`src/rtl/hash_ctrl_pkg.sv`:
```
// Shared types and constants for the hash block controller.
// Holds the FSM encoding, block geometry and digest-length clamp.
package hash_ctrl_pkg;

  typedef enum logic [2:0] {
    ST_IDLE = 3'd0,
    ST_LOAD = 3'd1,
    ST_COMP = 3'd2,
    ST_FIN  = 3'd3,
    ST_OUT  = 3'd4
  } state_t;

  localparam int          ROUNDS      = 10;
  localparam int          BLOCK_BYTES = 64;
  localparam int          MAX_NN      = 32;
  localparam logic [7:0]  PARAM_WORD  = 8'h01;
  localparam logic [5:0]  LAST_IDX    = 6'(BLOCK_BYTES - 1);

  // Out-of-range digest lengths (0 or above 32) fall back to a full 32-byte digest.
  function automatic logic [5:0] digest_len(input logic [5:0] nn);
    if (nn >= 6'd1 && nn <= 6'(MAX_NN))
      return nn;
    else
      return 6'(MAX_NN);
  endfunction

endpackage

```
`src/rtl/hash_round_cnt.sv`:
```
// Round/half-round sequencer for the compression phase.
// Steps (round, diag) from (0,0) to (ROUNDS-1,1) and flags the final half.
module hash_round_cnt
  import hash_ctrl_pkg::*;
(
  input  logic       clk,
  input  logic       nreset,
  input  logic       start,
  input  logic       en,
  output logic [3:0] round,
  output logic       diag,
  output logic       done
);

  assign done = (round == 4'(ROUNDS - 1)) && diag;

  always_ff @(posedge clk) begin
    if (!nreset || start) begin
      round <= 4'd0;
      diag  <= 1'b0;
    end else if (en) begin
      if (done) begin
        round <= 4'd0;
        diag  <= 1'b0;
      end else if (diag) begin
        round <= round + 4'd1;
        diag  <= 1'b0;
      end else begin
        diag  <= 1'b1;
      end
    end
  end

endmodule

```
`src/rtl/hash_ctrl.sv`:
```
// Sequencer for a 64-byte-block hash core: loads message bytes, runs the
// 20 half-round compression, finalises each block and streams the digest.
module hash_ctrl
  import hash_ctrl_pkg::*;
(
  input  logic        clk,
  input  logic        nreset,
  input  logic        data_v_i,
  input  logic [7:0]  data_i,
  input  logic [5:0]  data_idx_i,
  input  logic        block_first_i,
  input  logic        block_last_i,
  input  logic [5:0]  kk_i,
  input  logic [5:0]  nn_i,
  input  logic [63:0] ll_i,
  output logic        ready_v_o,
  output logic        msg_we_o,
  output logic [5:0]  msg_idx_o,
  output logic [7:0]  msg_o,
  output logic        h_init_o,
  output logic        cmp_start_o,
  output logic [3:0]  round_o,
  output logic        diag_o,
  output logic [63:0] t_o,
  output logic        last_o,
  output logic        fin_o,
  output logic        hash_v_o,
  output logic [5:0]  hash_idx_o,
  output logic        err_o
);

  state_t      state;
  logic [63:0] t_q;
  logic        last_q;
  logic        err_q;
  logic [5:0]  hash_idx_q;

  logic        in_accept_state;
  logic        first_byte;
  logic        block_end;
  logic        busy;
  logic        rnd_done;
  logic [63:0] key_bias;
  logic [63:0] t_next_blk;

  assign in_accept_state = (state == ST_IDLE) || (state == ST_LOAD);
  assign busy            = (state == ST_COMP) || (state == ST_FIN) || (state == ST_OUT);
  assign first_byte      = data_v_i && (data_idx_i == 6'd0) && block_first_i;
  assign block_end       = (state == ST_LOAD) && data_v_i && (data_idx_i == LAST_IDX);

  // A keyed message carries one extra (key) block in the byte count.
  assign key_bias   = (kk_i != 6'd0) ? 64'(BLOCK_BYTES) : 64'd0;
  assign t_next_blk = block_last_i ? (ll_i + key_bias) : (t_q + 64'(BLOCK_BYTES));

  hash_round_cnt u_round_cnt (
    .clk    (clk),
    .nreset (nreset),
    .start  (block_end),
    .en     (state == ST_COMP),
    .round  (round_o),
    .diag   (diag_o),
    .done   (rnd_done)
  );

  assign ready_v_o   = in_accept_state;
  assign h_init_o    = in_accept_state && first_byte;
  assign msg_we_o    = ((state == ST_IDLE) && first_byte) || ((state == ST_LOAD) && data_v_i);
  assign msg_idx_o   = data_idx_i;
  assign msg_o       = data_i;
  assign cmp_start_o = (state == ST_COMP) && (round_o == 4'd0) && !diag_o;
  assign t_o         = t_q;
  assign last_o      = last_q && ((state == ST_COMP) || (state == ST_FIN));
  assign fin_o       = (state == ST_FIN);
  assign hash_v_o    = (state == ST_OUT);
  assign hash_idx_o  = hash_idx_q;
  assign err_o       = err_q;

  always_ff @(posedge clk) begin
    if (!nreset) begin
      state      <= ST_IDLE;
      t_q        <= 64'd0;
      last_q     <= 1'b0;
      err_q      <= 1'b0;
      hash_idx_q <= 6'd0;
    end else begin
      if (data_v_i && busy)
        err_q <= 1'b1;
      case (state)
        ST_IDLE: begin
          if (first_byte) begin
            t_q   <= 64'd0;
            state <= ST_LOAD;
          end
        end
        ST_LOAD: begin
          if (first_byte)
            t_q <= 64'd0;
          if (block_end) begin
            last_q <= block_last_i;
            t_q    <= t_next_blk;
            state  <= ST_COMP;
          end
        end
        ST_COMP: begin
          if (rnd_done)
            state <= ST_FIN;
        end
        ST_FIN: begin
          hash_idx_q <= 6'd0;
          state      <= last_q ? ST_OUT : ST_LOAD;
        end
        ST_OUT: begin
          if (hash_idx_q == digest_len(nn_i) - 6'd1) begin
            hash_idx_q <= 6'd0;
            state      <= ST_IDLE;
          end else begin
            hash_idx_q <= hash_idx_q + 6'd1;
          end
        end
        default: state <= ST_IDLE;
      endcase
    end
  end

endmodule

```
`config.mk`:
```
export PLATFORM = sky130hd
export DESIGN_NAME = hash_ctrl
export DESIGN_NICKNAME = d
export VERILOG_FILES = /design/src/rtl/hash_ctrl_pkg.sv /design/src/rtl/hash_round_cnt.sv /design/src/rtl/hash_ctrl.sv
export SDC_FILE = /design/constraint.sdc
export NUM_CORES = 1
export LEC_CHECK = 0
export BUFFER_PORTS_ARGS = -buffer_cell sky130_fd_sc_hd__buf_2
export CAP_MARGIN = 5
export CORE_AREA = 2 2 135 104
export DETAILED_ROUTE_END_ITERATION = 16
export DIE_AREA = 0 0 137 106
export PLACE_DENSITY = 0.79
export SYNTH_ARGS = -nofsm -noshare
export SYNTH_HDL_FRONTEND = slang
export SYNTH_SLANG_ARGS = --single-unit
```
`constraint.sdc`:
```
create_clock -name clk -period 2.15 [get_ports clk]
set_clock_uncertainty 0.1 [all_clocks]
set_input_delay 0 -clock clk [delete_from_list [all_inputs] [get_ports clk]]
set_output_delay 0 -clock clk [all_outputs]
set_load 0.005 [all_outputs]
```
==> results.yml, run 1 <==
floorplan:
  dieHeight_um: 106
  die_w_um: 137
  ioPinCount: 192
  rows: 37
  die-area_sq_um: 14500
  floorplan.initialDensity: 0.460
  core_sq_um: 13300
detailed_routing:
  drc: 0
  avgViaCountPerCell: 6.10
  dr_total_vias: 8086
  drt-total-wl_mm: 23.8
  avgRoutedWirePerCell_um: 17.9
  drt_iter0_drc: 1037
  drtPass1Iterations: 7
  ant_nets: 0
yosys:
  yosysSeqAreaShare: 0.261
  synth_top_area_frac: 0.261
  async_flop_share: 0
  synth_edf_count: 0
  syn_area_sq_um: 6140
  avgSynthCellArea_sq_um: 7.39
  yosys.area.top_type: "dfxtp_1"
  synth_top_flop_cell: "dfxtp_1"
  syn-num-nets: 934
  synth_commonest_cells: "dfxtp_1 (80), nor2_1 (71), nand2_1 (68)"
  postSynthCellCount: 831
  synth_seq_cells: 80
  yosysMostFrequentCell: "dfxtp_1"
  synth_area_leaders: "dfxtp_1 (26%), xnor2_1 (6.6%), o21ai_0 (4.6%)"
  ys_warn_count: 0
  ys_types: 73
grt:
  grt_util_all_layers: 0.316
  grt-ovfl-total: 0
  grt_pass1_wl_mm: 36.5
  antenna_found_initial: 1
  grt_pass1_vias: 7395
  grt_max_degree: 31
clock_tree:
  ctsHtreeMaxLevel: 3
  root_buffer: "clkbuf_16"
  clockBufferDepth: 2
  insertion_delay_ps: 350
  cts_buffers: 9
  path_clk_slew_ps: 60
  cts_sinks: 80
  cts_tree: "built"
power_and_ir_drop:
  combinationalPowerShare: 0.127
  p_int_mw: 2.66
  cellLeakagePower_nw: 3.86
  powerDensity_nw_per_um2: 391
  p_clk_frac: 0.453
  max-vdd-ir-drop_v: 0.000342
  power_mw: 3.52
  swShare: 0.246
  seqPwrFrac: 0.420
  p_sw_uw: 865
worst_setup_path:
  worst-setup-path-type: "reg -> reg"
  crit_fanout: 3
  path_cells: "nand4_1 > or4_4 > or2_4 > or4_1 > or4_1 > nand3_1"
  end_kind: "flip-flop"
  worstPathArrival_ps: 2550
  slowest_delay_ps: 530
  slowest_stage: "or4_4"
  worst_path_most_repeated_cell: "or4_1"
  start_kind: "flip-flop"
  required_ps: 2340
placement:
  place_congestion: 0.933
  hpwl_mm: 17.1
  port_buffers: 175
  place_area_sq_um: 8010
timing:
  tightest_slew_ps: 622
  relSlewSlack: 0.582
  setup_viol: 9
  hold_viol: 0
  rsz0062_at_grt: "true"
  fin_crit_ps: 2360
  slew_viol_final: 0
  fin_ws_ps: -212
  fmax_ghz: 0.423
  finalCritPeriodShare: 1.10
  hold_ws_ps: 10.2
  tns_ps: -681
outcome:
  violations: "negative setup slack"
  outcome: "finished, violations left"
final_layout:
  antenna_cells: 0
  design_area_sq_um: 9010
  syn2layout_area_growth_pct: 46.8
  fillers: 1093
  drive_above_1_share: 0.335
  fin_nets: 1248
run:
  cap_violations: 0
worst_hold_path:
  hold_class: "in -> reg"
## layout by cell type, fill, tap and decap left out, drive strengths merged, types with 40 or more instances in the layout
cell         instances
buf                309
dfxtp               80
nor2                71
nand2               69
o21ai               57
nand3               52
dlygate4sd3         49
xnor2               46
nand4               43
a21oi               40
## power by group through the flow
stage	Sequential (mW)	Clock, mW	Combinational, mW
5_1_grt	1.48	1.66	0.481
3_5_place_dp	1.52	0	0.356
2_1_floorplan	1.52	0	0.171
3_3_place_gp	1.52	0	0.351
4_1_cts	1.48	1.61	0.430
6_report	1.48	1.60	0.449
## layout make-up
| cell class | count | area [sq um] | share of cell area |
|---|---|---|---|
| Clock buffer | 13 | 260 | 0.0289 |
| Clock inverter | 3 | 40.0 | 0.00444 |
| Inverter | 28 | 105 | 0.0117 |
| Multi-Input combinational cell | 668 | 4290 | 0.476 |
| Sequential cell | 80 | 1630 | 0.181 |
| Tap cell | 175 | 219 | 0.0243 |
| Timing Repair Buffer | 358 | 2470 | 0.275 |
## worst max-delay path: cells and delay by family, from the launching register on
kind | cells | cell delay (ps)
DFF | 1 | 340
and+or+nand+nor | 6 | 1870
## layer usage
metal  vias up  share of wire  GRT usage  wire length [um]
met2       535           0.44      0.497             10500
met5         -        0.00067          0                16
met4         2          0.031      0.102               743
li1       3753              -          -                 -
met1      3718           0.41      0.425              9650
met3        78           0.12     0.0744              2830
## what timing repair did
item | in CTS | in global routing
hold buffers | 49 | 0
pin swaps | 4 | 12
endpoints found under the setup margin | 12 | 46
setup buffers | 3 | 4
gates resized for setup | 13 | 42
endpoints found under the hold margin | 48 | 0
cloned | 0 | 0
## state kept, by name (all words and copies together), names as in the netlist
| signal | count |
|---|---|
| last_q | 1 |
| u_round_cnt.round | 4 |
| err_o | 1 |
| hash_idx_o | 6 |
| t_o | 64 |
| state | 3 |
| u_round_cnt.diag | 1 |
## path summary, 6_finish.rpt
kind | start | endpoint | slack (ps) | cells after the start
max | t_o[27] | t_o[50] | -210 | 6
min | ll_i[61] | t_o[61] | 10 | 3
max reg2reg | t_o[27] | t_o[50] | -210 | 6
min reg2reg | err_o | err_o | 350 | 2
## per-stage QoR
step	worst slack, ps	cells	utilization
detailed placement	-245	1254	0.601
global placement	-123	1254	0.601
finish	-212	1325	0.676
CTS	-176	1322	0.664
floorplan	-101	831	-
global route	-281	1325	0.676
## cell families (layout without fill, tap and decap cells)
group / after synthesis / count (layout) / synth area share
flops: 80 / 80 / 0.261
fa+ha+maj: 8 / 8 / 0.0163
buf+inv: 83 / 402 / 0.0664
compound gates: 204 / 204 / 0.212
simple gates: 390 / 390 / 0.349
mux: 5 / 5 / 0.00815
xor+xnor: 61 / 61 / 0.0870
Note: power is estimated with default switching activity, not from simulation.
==> run 2: changes to the inputs <==
Settings changed: CELL_PAD_IN_SITES_DETAIL_PLACEMENT set to 1, CELL_PAD_IN_SITES_GLOBAL_PLACEMENT set to 2, CORE_AREA 2 2 135 104 to 2 2 184 141, DIE_AREA 0 0 137 106 to 0 0 186 143, PLACE_DENSITY 0.79 to 0.77.
==> run 2 against run 1 <==
  * The run still ends with negative setup slack left
  * First-iteration DRC count down 54%
  * Hold slack better by 13 ps
  * Non-clock buffer count up 32
  * Final cell count up 15%
  * Clock power up 6%
  * Maximum frequency down 1.3%
  * Cell area up 6.7%
  * Worst setup slack worse by 32 ps
  * Die area up 83%
  * Critical path depth unchanged
  * Routed wire length up 22%
  * Utilization down 29 points
  * Largest cell class unchanged
  * Highest routed layer is now met4
==> results.yml, run 2 (synthesized netlist as in run 1, its figures left out) <==
final_layout:
  final_cell_mix: "buf_2 (175), buf_4 (152), nor2_1 (67), nand2_1 (64), dfxtp_1 (58)"
  largest_register_ffs: 64
  syn2layout_area_growth_pct: 56.6
  final-instance-count-excl-fill: 1520
  final_core_util: 0.389
  final_common_cell: "buf_2"
  design_area_sq_um: 9610
  fin_nets: 1280
  fillers: 3068
  drive_above_1_share: 0.373
grt:
  grt_pass1_vias: 7794
  grtUsageMet2: 0.313
  grt_max_degree: 38
  grt-busiest-layer: "met1"
  grt_util_all_layers: 0.214
  grt_pass1_wl_mm: 44.2
  antenna_found_initial: 1
  grt_util_met1: 0.326
  grt-ovfl-total: 0
  use_met3: 0.0275
worst_hold_path:
  hold_class: "in -> reg"
  hp-start: "ll_i[19]"
placement:
  place_congestion: 0.871
  dp_cells: 1436
  port_buffers: 175
  place_area_sq_um: 8360
  dp_slack_ps: -207
  hpwl_mm: 21.7
floorplan:
  dieHeight_um: 143
  die_w_um: 186
  core_sq_um: 24700
  rows: 50
  die-area_sq_um: 26600
  floorplan.initialDensity: 0.248
  ioPinCount: 192
worst_setup_path:
  start_kind: "flip-flop"
  crit_start: "t_o[24]"
  worstPathArrival_ps: 2590
  worst-setup-path-type: "reg -> reg"
  required_ps: 2340
  crit_fanout: 2
  r2r_start: "t_o[24]"
  end_kind: "flip-flop"
timing:
  tns_ps: -1220
  slew_viol_final: 0
  hold_viol: 0
  fmax_ghz: 0.418
  relSlewSlack: 0.660
  hold_ws_ps: 23.0
  rsz0062_at_grt: "true"
  tightest_slew_ps: 507
  finalCritPeriodShare: 1.11
  fin_ws_ps: -243
  setup_viol: 18
  fin_crit_ps: 2390
detailed_routing:
  dr_total_vias: 7949
  avgViaCountPerCell: 5.23
  ant_nets: 0
  drt-total-wl_mm: 29.0
  drtPass1Iterations: 4
  drt_iter0_drc: 477
  drc: 0
  avgRoutedWirePerCell_um: 19.1
power_and_ir_drop:
  cellLeakagePower_nw: 4.08
  powerDensity_nw_per_um2: 379
  max-vdd-ir-drop_v: 0.000304
  power_mw: 3.65
run:
  cap_violations: 0
clock_tree:
  root_buffer: "clkbuf_16"
  cts_buffers: 9
  cts_sinks: 80
  path_clk_slew_ps: 70
  ctsHtreeMaxLevel: 3
  clockBufferDepth: 2
  cts_tree: "built"
  insertion_delay_ps: 360
outcome:
  violations: "negative setup slack"
  outcome: "finished, violations left"
-- run 2: worst paths after layout --
kind	end	slack, ps	cells after the start
worst max-delay path	t_o[50]	-240	6
worst min-delay path	t_o[19]	20	4
worst max register to register	t_o[50]	-240	6
worst min register to register	err_o	350	2
-- run 2: layout make-up --
type	count	area [sq um]	share of cell area
clock buffers	9	225	0.0234
repair buffers	390	2760	0.287
diodes	1	2.50	0.000260
clock inverters	6	85.1	0.00885
well taps	338	423	0.0440
inverters	28	105	0.0109
multi-input cells	668	4380	0.455
flip-flops and latches	80	1640	0.170
-- run 2: critical path, stage by stage (launching register included) --
cell     delay (ps)
dfxtp_2         340
nand4_1         180
or4_4           530
or2_4           250
or4_4           420
or4_1           410
nand3_1         100
-- run 2: timing repair --
item                                    CTS  global route
resized for setup                        35            70
buffers inserted                         43            13
endpoints found under the setup margin   26            52
pin swaps                                11            39
hold buffers                             44             0
hold endpoints to repair                 44             0
-- run 2: metal layers --
metal	vias to the layer above	wire, um	part of all wire
met2	255	12200	0.42
met1	3862	14700	0.51
met4	0	378	0.013
met3	26	1700	0.058
li1	3806	-	-
met5	-	0	0
-- run 2: power breakdown --
| group | internal, mW | leakage [nW] | switching (mW) |
|---|---|---|---|
| clock | 1.01 | 0.147 | 0.692 |
| combinational | 0.222 | 3.27 | 0.247 |
| sequential | 1.48 | 0.656 | 0.000157 |
| total | 2.71 | 4.08 | 0.939 |
==> run 3: changes to the inputs <==
Settings changed: CORE_AREA 2 2 184 141 to 2 2 181 139, CTS_CLUSTER_DIAMETER set to 60, DIE_AREA 0 0 186 143 to 0 0 183 141, PLACE_DENSITY 0.77 to 0.79.
==> run 3 against run 2 <==
  * The run still ends with negative setup slack left
  * Critical path depth stayed put
  * Count of clock-buffer cells in the layout is 4 higher
  * Non-clock buffer count is 10 higher
  * Largest power group unchanged
  * Highest routed layer unchanged
  * First-iteration DRC count is 14% higher
  * Maximum frequency is 5.4% higher
  * Final cell count is 1.1% lower
  * Flip-flop and latch count stayed put
  * Global-route usage hardly changed
  * Power is 2.2% lower
  * Sequential power hardly changed
  * Routed wire length is 1.5% lower
  * Hold slack worse by 4.0 ps
==> results.yml, run 3 (synthesized netlist as in run 1, its figures left out) <==
floorplan:
  die_w_um: 183
  die-area_sq_um: 25800
  rows: 50
  floorplan.initialDensity: 0.253
  dieHeight_um: 141
  ioPinCount: 192
  core_sq_um: 24300
clock_tree:
  root_buffer: "clkbuf_16"
  clockBufferDepth: 2
  insertion_delay_ps: 350
  cts_sinks: 80
  cts_buffers: 9
  path_clk_slew_ps: 70
  ctsHtreeMaxLevel: 3
  cts_tree: "built"
placement:
  place_area_sq_um: 8370
  dp_slack_ps: -178
  place_congestion: 0.924
  dp_cells: 1417
  hpwl_mm: 21.2
  port_buffers: 175
detailed_routing:
  drt-total-wl_mm: 28.6
  ant_nets: 0
  drc: 0
  drtPass1Iterations: 5
  avgRoutedWirePerCell_um: 19.0
  avgViaCountPerCell: 5.31
  drt_iter0_drc: 545
  dr_total_vias: 7986
final_layout:
  syn2layout_area_growth_pct: 57.1
  design_area_sq_um: 9640
  final-instance-count-excl-fill: 1504
  final_core_util: 0.397
  final_common_cell: "buf_2"
  antenna_cells: 0
  largest_register_ffs: 64
  fin_nets: 1290
  final_cell_mix: "buf_2 (175), buf_4 (162), nor2_1 (66), nand2_1 (62), dfxtp_1 (62)"
  drive_above_1_share: 0.376
timing:
  slew_viol_final: 0
  setup_viol: 5
  finalCritPeriodShare: 1.06
  fin_ws_ps: -121
  tightest_slew_ps: 490
  hold_viol: 0
  fin_crit_ps: 2270
  relSlewSlack: 0.672
  rsz0062_at_grt: "true"
  fmax_ghz: 0.440
worst_setup_path:
  required_ps: 2350
  worstPathArrival_ps: 2470
  crit_fanout: 2
  worst_path_most_repeated_cell: "or4_1"
  path_cells: "nand4_1 > or4_4 > or2_1 > or4_1 > or4_1 > nand3_1"
  slowest_delay_ps: 520
  slowest_stage: "or4_4"
  worst-setup-path-type: "reg -> reg"
  start_kind: "flip-flop"
  end_kind: "flip-flop"
worst_hold_path:
  hold_class: "in -> reg"
power_and_ir_drop:
  powerDensity_nw_per_um2: 370
  p_int_mw: 2.66
  p_clk_frac: 0.456
  swShare: 0.255
  combinationalPowerShare: 0.130
  seqPwrFrac: 0.415
  cellLeakagePower_nw: 4.15
  max-vdd-ir-drop_v: 0.000344
  p_sw_uw: 908
grt:
  antenna_found_initial: 0
  grt_pass1_wl_mm: 43.5
  grt_pass1_vias: 7938
  grt_max_degree: 31
  grt_util_all_layers: 0.214
  grt-ovfl-total: 0
outcome:
  violations: "negative setup slack"
  outcome: "finished, violations left"
run:
  cap_violations: 0
[run 3: cell count changes in the layout (fill, tap and decap cells not counted), moves of 3 or more]
| cell | change |
|---|---|
| a31oi_1 | -3 |
| buf_6 | +3 |
| o21ai_1 | +4 |
| dfxtp_2 | -4 |
| o21ai_0 | -3 |
| buf_4 | +10 |
| dfxtp_1 | +4 |
[run 3: worst max-delay path, delay by kind of cell (launching register included)]
family,cells,cell delay [ps]
simple gates,6,1790
flops,1,320
[run 3: what timing repair did]
action / CTS / global route
buffers inserted: 14 / 13
setup endpoints to repair: 26 / 50
hold endpoints to repair: 44 / 0
hold buffers: 44 / 0
resized for setup: 45 / 55
pin swaps: 15 / 31
gates cloned: 0 / 0
[run 3: path summary, 6_finish.rpt]
kind | start | to | slack [ps] | cells past startpoint
worst max-delay path | t_o[27] | t_o[50] | -120 | 6
worst min-delay path | ll_i[42] | t_o[42] | 20 | 3
worst max register to register | t_o[27] | t_o[50] | -120 | 6
worst min register to register | err_o | err_o | 360 | 2
[run 3: power by group through the flow]
| stage | clock, mW | sequential (mW) | combinational, mW |
|---|---|---|---|
| 6_report | 1.62 | 1.48 | 0.463 |
| 2_1_floorplan | 0 | 1.52 | 0.171 |
| 3_3_place_gp | 0 | 1.52 | 0.376 |
| 4_1_cts | 1.66 | 1.48 | 0.450 |
| 5_1_grt | 1.74 | 1.48 | 0.504 |
| 3_5_place_dp | 0 | 1.52 | 0.382 |
[run 3: through the flow]
step	hold WS, ps	total power, mW	setup TNS, ps
floorplan	-19.2	1.69	-351
global placement	-100	1.89	-1470
detailed placement	-100	1.90	-3120
CTS	2.19	3.59	-226
global route	13.6	3.72	-1360
finish	19.0	3.56	-218
[run 3: final cells by class]
type	instances	area, sq um
Sequential cell	80	1630
Multi-Input combinational cell	668	4410
Fill cell	3017	14600
Tap cell	312	390
Clock buffer	13	260
Clock inverter	3	40.0
Timing Repair Buffer	400	2810
Inverter	28	105
[run 3: routing by layer]
metal | vias to the layer above | wire length (um) | GRT usage
met2 | 268 | 12100 | 0.324
met4 | 0 | 473 | 0.0497
li1 | 3818 | - | -
met3 | 29 | 1720 | 0.0349
met1 | 3871 | 14300 | 0.315
met5 | - | 0 | 0
